--- src/rtl/ring_shift_counter_pkg.sv ---
// ring_counter_pkg
//   Constants and helpers shared by the ring/Johnson shift counter slice.
//   MODE_*    : encoding of the mode input (ring or Johnson)
//   DIR_*     : encoding of the dir input (shift toward LSB or MSB)
//   ring_period(): number of steps in one full period for a mode/width
package ring_counter_pkg;

  localparam logic MODE_RING    = 1'b0;
  localparam logic MODE_JOHNSON = 1'b1;

  localparam logic DIR_LSB = 1'b0;
  localparam logic DIR_MSB = 1'b1;

  // A one-hot ring visits WIDTH states; a Johnson counter visits 2*WIDTH.
  function automatic int ring_period(input logic m, input int w);
    return (m == MODE_JOHNSON) ? 2 * w : w;
  endfunction

endpackage

--- src/rtl/ring_state_check.sv ---
// ring_state_check
//   Combinational legality test of a counter pattern.
//   count : current counter pattern (WIDTH bits)
//   mode  : MODE_RING or MODE_JOHNSON
//   legal : 1 when count is one of the states reachable in that mode
module ring_state_check
  import ring_counter_pkg::*;
#(
  parameter int WIDTH = 4
) (
  input  logic [WIDTH-1:0] count,
  input  logic             mode,
  output logic             legal
);

  // Bit i set where count[i] != count[i+1]; a Johnson state has at most
  // one such boundary (all-0, all-1, or a single run of ones at one end).
  logic [WIDTH-2:0] edges;

  assign edges = count[WIDTH-1:1] ^ count[WIDTH-2:0];

  always_comb begin
    legal = 1'b0;
    if (mode == MODE_JOHNSON) legal = ($countones(edges) <= 1);
    else                      legal = ($countones(count) == 1);
  end

endmodule

--- src/rtl/ring_shift_counter.sv ---
// ring_shift_counter
//   One-hot ring / Johnson shift counter with direction select, parallel
//   load, period-wrap pulse and self-correction of illegal patterns.
//   clk, reset : clock and synchronous active-high reset
//   en         : advance one step
//   mode       : 0 ring, 1 Johnson
//   dir        : 0 shift toward LSB, 1 shift toward MSB
//   load       : write load_val into count (unchecked)
//   load_val   : parallel load value
//   count      : registered counter state
//   wrap       : one-cycle pulse when a full period completes
//   err        : one-cycle pulse when an illegal state was replaced by SEED
module ring_shift_counter
  import ring_counter_pkg::*;
#(
  parameter int               WIDTH = 4,
  parameter logic [WIDTH-1:0] SEED  = {{(WIDTH-1){1'b0}}, 1'b1}
) (
  input  logic             clk,
  input  logic             reset,
  input  logic             en,
  input  logic             mode,
  input  logic             dir,
  input  logic             load,
  input  logic [WIDTH-1:0] load_val,
  output logic [WIDTH-1:0] count,
  output logic             wrap,
  output logic             err
);

  localparam int PW = $clog2(2 * WIDTH);

  logic [PW-1:0]    phase;
  logic [PW-1:0]    last_ph;
  logic             mode_q;
  logic             mode_chg;
  logic             legal;
  logic             fb;
  logic [WIDTH-1:0] nxt;

  // Legality is judged against the mode the pattern was produced under,
  // so a pattern that was valid before a mode switch still takes its one
  // shift under the new rule; any resulting illegal pattern is caught on
  // the following step.
  ring_state_check #(.WIDTH(WIDTH)) u_chk (
    .count (count),
    .mode  (mode_q),
    .legal (legal)
  );

  assign mode_chg = (mode != mode_q);
  assign last_ph  = PW'(ring_period(mode, WIDTH) - 1);

  always_comb begin
    fb = (dir == DIR_MSB) ? count[WIDTH-1] : count[0];
    if (mode == MODE_JOHNSON) fb = ~fb;
    nxt = (dir == DIR_MSB) ? {count[WIDTH-2:0], fb} : {fb, count[WIDTH-1:1]};
  end

  always_ff @(posedge clk) begin
    mode_q <= mode;
    if (reset) begin
      count <= SEED;
      phase <= '0;
      wrap  <= 1'b0;
      err   <= 1'b0;
    end else if (load) begin
      count <= load_val;
      phase <= '0;
      wrap  <= 1'b0;
      err   <= 1'b0;
    end else if (en) begin
      if (!legal) begin
        count <= SEED;
        phase <= '0;
        wrap  <= 1'b0;
        err   <= 1'b1;
      end else begin
        count <= nxt;
        err   <= 1'b0;
        if (mode_chg) begin
          // Period restarts from the pattern present at the switch.
          phase <= '0;
          wrap  <= 1'b0;
        end else if (phase >= last_ph) begin
          phase <= '0;
          wrap  <= 1'b1;
        end else begin
          phase <= phase + PW'(1);
          wrap  <= 1'b0;
        end
      end
    end else begin
      wrap <= 1'b0;
      err  <= 1'b0;
      if (mode_chg) phase <= '0;
    end
  end

endmodule

--- config.mk ---
export PLATFORM = sky130hd
export DESIGN_NAME = ring_shift_counter
export DESIGN_NICKNAME = d
export VERILOG_FILES = /design/src/rtl/ring_shift_counter_pkg.sv /design/src/rtl/ring_state_check.sv /design/src/rtl/ring_shift_counter.sv
export SDC_FILE = /design/constraint.sdc
export NUM_CORES = 1
export LEC_CHECK = 0
export BUFFER_PORTS_ARGS = -buffer_cell sky130_fd_sc_hd__buf_2
export CAP_MARGIN = 25
export CELL_PAD_IN_SITES_DETAIL_PLACEMENT = 1
export CELL_PAD_IN_SITES_GLOBAL_PLACEMENT = 1
export CORE_ASPECT_RATIO = 1.25
export CORE_MARGIN = 3
export CORE_UTILIZATION = 38
export DETAILED_ROUTE_END_ITERATION = 8
export GPL_TIMING_DRIVEN = 0
export PLACE_DENSITY_LB_ADDON = 0.25
export REMOVE_ABC_BUFFERS = 1
export SLEW_MARGIN = 20
export SYNTH_ARGS = -nofsm -noshare
export SYNTH_HDL_FRONTEND = slang
export SYNTH_SLANG_ARGS = --single-unit
--- constraint.sdc ---
create_clock -name clk -period 3 [get_ports clk]
set_input_delay 0.15 -clock clk [delete_from_list [all_inputs] [get_ports clk]]
set_output_delay 0.15 -clock clk [all_outputs]
set_load 0.01 [all_outputs]
* Yosys cells after proc, flatten, opt, wreduce, memory -nomap -nowiden *
Cells that the tools add are included.

operators by class
  add/sub/neg operators = 7
  magnitude comparators = 2
  equal/unequal tests = 2
  multiplexer cells = 15
  bitwise logic cells = 4
  reductions and logical operators = 5

operator list
  cell                                                  count
  adder 32 x 1 -> 32 bit                                1
  adder 32 bit                                          1
  equality test 32 x 2 -> 1 bit, second input constant  1
  <= comparator 32 x 2 -> 1 bit, second input constant  1
  2-to-1 mux 3 bit                                      6
  2-to-1 mux 4 bit                                      4
  adder 1 x 1 -> 2 bit                                  3
  2-to-1 mux 1 bit                                      5
  OR reduction 5 bit                                    1
  nonzero test 2 bit                                    2
  adder 3 x 1 -> 3 bit, second input constant           1
  >= comparator 3 bit                                   1
  NOT 1 bit                                             3
  OR reduction 3 bit                                    1
  subtractor 3 x 1 -> 3 bit, second input constant      1
  XOR 3 bit                                             1
  OR reduction 2 bit                                    1
  != test 1 bit                                         1

storage, ports and cells
  bits in registers = 10
  bits of input ports = 10

* Logic depth before layout (Yosys ltp) *
  depth in word-level cells = 8
  mapped depth = 8

* Hierarchy *
Synthesis repeated with hierarchy kept, for this count alone.

second synthesis, totals
  cells, all modules = 76
  area total of the unflattened synthesis = 684.4 sq um

modules (own cells, without submodules)
  module              times used  cells an instance  area an instance (sq um)
  ring_shift_counter  1           55                 510.5
  ring_state_check    1           21                 173.9

* Worst setup path after synthesis *
OpenSTA, ideal clock, no wires.

  kind = reg2reg
  from = reg count[0]
  to = reg phase[2]
  library setup time = 0.067 ns
  arrival time = 2.283 ns
  path slack = 0.650 ns
  stages on the path, launching flop included = 9
  period minus slack after synthesis = 2.350 ns
  path through = dfxtp_1 -> ha_1 -> ha_1 -> inv_1 -> fa_1 -> nand4b_1 -> a21bo_4 -> or3b_4 -> o21ai_2

on the way
  cells in the longest elaborated chain, start to end = 7
  elaborated cells on any way between the ends = 10

RTL lines
  element                                       line                      text
  start: declaration                            ring_shift_counter.sv:26  output logic [WIDTH-1:0] count,
  start signal: assignment                      ring_shift_counter.sv:68  count <= load_val;
  start signal: assignment                      ring_shift_counter.sv:79  count <= nxt;
  XOR 3 bit                                     ring_state_check.sv:20    assign edges = count[WIDTH-1:1] ^ count[WIDTH-2:0];
  adder 1 x 1 -> 2 bit (implied by the code)    ring_state_check.sv:24    if (mode == MODE_JOHNSON) legal = ($countones(edges) <= 1);
  adder 32 x 1 -> 32 bit (implied by the code)  ring_state_check.sv:24
  <= comparator 32 x 2 -> 1 bit                 ring_state_check.sv:24
  2-to-1 mux 1 bit *                            ring_state_check.sv:24
  2-to-1 mux 3 bit *                            ring_shift_counter.sv:73  if (!legal) begin
  2-to-1 mux 3 bit *                            ring_shift_counter.sv:72  end else if (en) begin
  end signal: assignment                        ring_shift_counter.sv:89  phase <= phase + PW'(1);
  end: declaration                              ring_shift_counter.sv:33  logic [PW-1:0] phase;

Every way passes the cells marked *; elsewhere a longest branch is shown, timed or not.
A chain may end at the register's enable or synchronous reset.

* Worst setup path after layout *
Same ends and word-level chain as after synthesis.

==> results.cfg <==
[worst_setup_path]
crit_buf_inv = 1
crit_fanout = 6
path_delay_family = adder cells
cp.arrival_ns = 2.76
crit_slowest_cell = fa_1
max_stage_delay_ns = 0.49
rr_worst_depth = 8
crit_cells = 8
cpMostUsedCell = ha_1
required_ns = 3.21
start_kind = register
critical_path_class = reg2reg
path_cells = ha_1 -> ha_1 -> inv_1 -> fa_1 -> nand4b_1 -> a21bo_4 -> or3b_4 -> o21ai_2
cp-end-kind = register

[timing]
tightestPinTransition_ns = 0.335
max-slew-margin-rel_pct = 77.5
hold_viol = 0
slew_violations = 0
min_period_ns = 2.55
finalSetupViolCount = 0
min_period_over_period_pct = 85.0
fin_tns_setup_ns = 0
rsz0062_at_grt = false
fin_skew_ns = 0.00245
max_freq_ghz = 0.392

[logic_synthesis]
syn_inst = 74
synth_seq_cells = 10
yosys.area.top_type = dfxtp_1
yosys.area.top_type_share_pct = 29.4
avgSynthCellArea_um2 = 9.21
synth_area_um2 = 682
yosys_warnings = 0
post_synth_num_cell_types = 31
synth_top_cells_by_area = dfxtp_1 (29%), ha_1 (9.2%), a21oi_1 (5.9%)
ys_seq_area_share_pct = 29.4

[placement]
place.gp.congestion = 0.722
dp_hpwl_um = 1210
portBuffers = 15
post-place-cells = 103
place_area_um2 = 746

[clocking]
post_cts_buffers = 0
cts_hold_buf = 0
path_clk_slew_ns = 0.07
ctsResizeCount = 0
cts_buffers = 3
clk_latency_ns = 0.27
cts_sinks = 10
h-tree-depth = 1
clk_path_buf_depth = 2
clockRootBuffer = clkbuf_4
cts_tree = built

[run]
max_cap_viol_count = 0

[grt]
grt_pass1_wl_um = 2570
grt_max_degree = 13
antenna_found_initial = 0
grt_pass1_vias = 594
grt_usage_pct = 15.0
overflow = 0

[outcome]
status = finished clean

[floorplanning]
rows = 16
die_x_um = 43.9
dieHeight_um = 53.4
core_area_um2 = 1620
ios = 16
die_area_um2 = 2340
initial_core_util_pct = 42.1

[drt]
firstDrtPassIters = 2
viasPerCell = 5.54
drt_wl_total_um = 1480
avgRoutedWirePerCell_um = 13.8
antenna_left = 0
drc = 0
first_iter_violations = 3
vias = 593

[min_path]
worstHoldPathType = in2reg
hold_path_depth = 1

[cells_and_area]
fin_cells = 107
final_net_count = 107
num-fill-cells = 200
layout_common_cells = buf_2 (15), dfxtp_1 (10), a21oi_1 (8)
antenna_cells = 0
area_delta_synth_final_pct = 14.7
layout_commonest_cell = buf_2
drive_above_1_share_pct = 29.2
fin_area_um2 = 782

[power_and_ir_drop]
power_uw = 343
power-per-cell-area_nw_per_um2 = 439
leakagePower_nw = 0.349
peakVddDrop_mv = 0.276
[area by class of cell]
| type | instances | area (µm²) | area share, % |
|---|---|---|---|
| multi-input cells | 54 | 425 | 54.4 |
| well taps | 18 | 22.5 | 2.88 |
| clock buffers | 4 | 36.3 | 4.64 |
| inverters | 6 | 22.5 | 2.88 |
| repair buffers | 15 | 75.1 | 9.60 |
| flip-flops and latches | 10 | 200 | 25.6 |
[final timing paths]
kind                                              end  slack [ns]             startpoint
worst max-delay path            phase[2]$_SDFFE_PP0P_        0.45  count[0]$_SDFFE_PP1P_
worst max register to register  phase[2]$_SDFFE_PP0P_        0.45  count[0]$_SDFFE_PP1P_
worst min-delay path                   mode_q$_DFF_P_        0.07                   mode
worst min register to register  phase[1]$_SDFFE_PP0P_        0.50  phase[1]$_SDFFE_PP0P_
[sequential cells by signal, indices dropped and copies added (netlist names)]
signal	flops
count	4
wrap	1
err	1
mode_q	1
phase	3
[logic make-up (layout without fill, tap and decap cells)]
kind of cell | after synthesis | count (layout) | synth area share, %
simple gates | 23 | 23 | 21.5
buf+inv | 10 | 25 | 8.26
fa+ha+maj | 7 | 7 | 15.0
compound gates | 18 | 18 | 17.8
flops | 10 | 10 | 29.4
mux | 2 | 2 | 2.94
xor+xnor | 4 | 4 | 5.14
[cells in the mapped netlist]
cell / instances
buf_6: 1
nand4_1: 1
buf_1: 2
inv_1: 6
xnor2_1: 2
nand4b_1: 1
xor2_1: 2
and2b_2: 1
fa_1: 2
nor3_1: 4
buf_8: 1
o21ai_2: 2
dfxtp_1: 10
and3_2: 1
mux2i_1: 2
a21oi_1: 8
a21o_1: 1
ha_1: 5
a21bo_4: 1
nor4_1: 2
nor3b_2: 1
nor3b_1: 3
nand2_1: 3
nand2b_1: 1
or3b_4: 1
o21ai_1: 1
or2b_1: 1
nor2_1: 3
o22ai_1: 3
o2111ai_1: 1
o31ai_1: 1
[through the flow]
stage	hold slack [ns]	worst slack, ns	util, %
after floorplan	0.178	0.650	-
after global placement	0.344	0.515	46.0
after detailed placement	0.346	0.436	46.0
after CTS	0.0645	0.411	48.2
after global routing	0.0767	0.315	48.2
final	0.0656	0.451	48.2
[metal layers]
layer | track usage [%] | wire, µm
met1 | 16.8 | 641
met2 | 26.2 | 750
met3 | 3.06 | 61
met4 | 7.54 | 25
met5 | 0 | 0
[where the power goes]
part           total [mW]  switching, mW  internal (mW)
registers           0.146        0.00790          0.139
logic              0.0732         0.0408         0.0325
clock network       0.124         0.0498         0.0737
(Power assumes the default switching activity.)
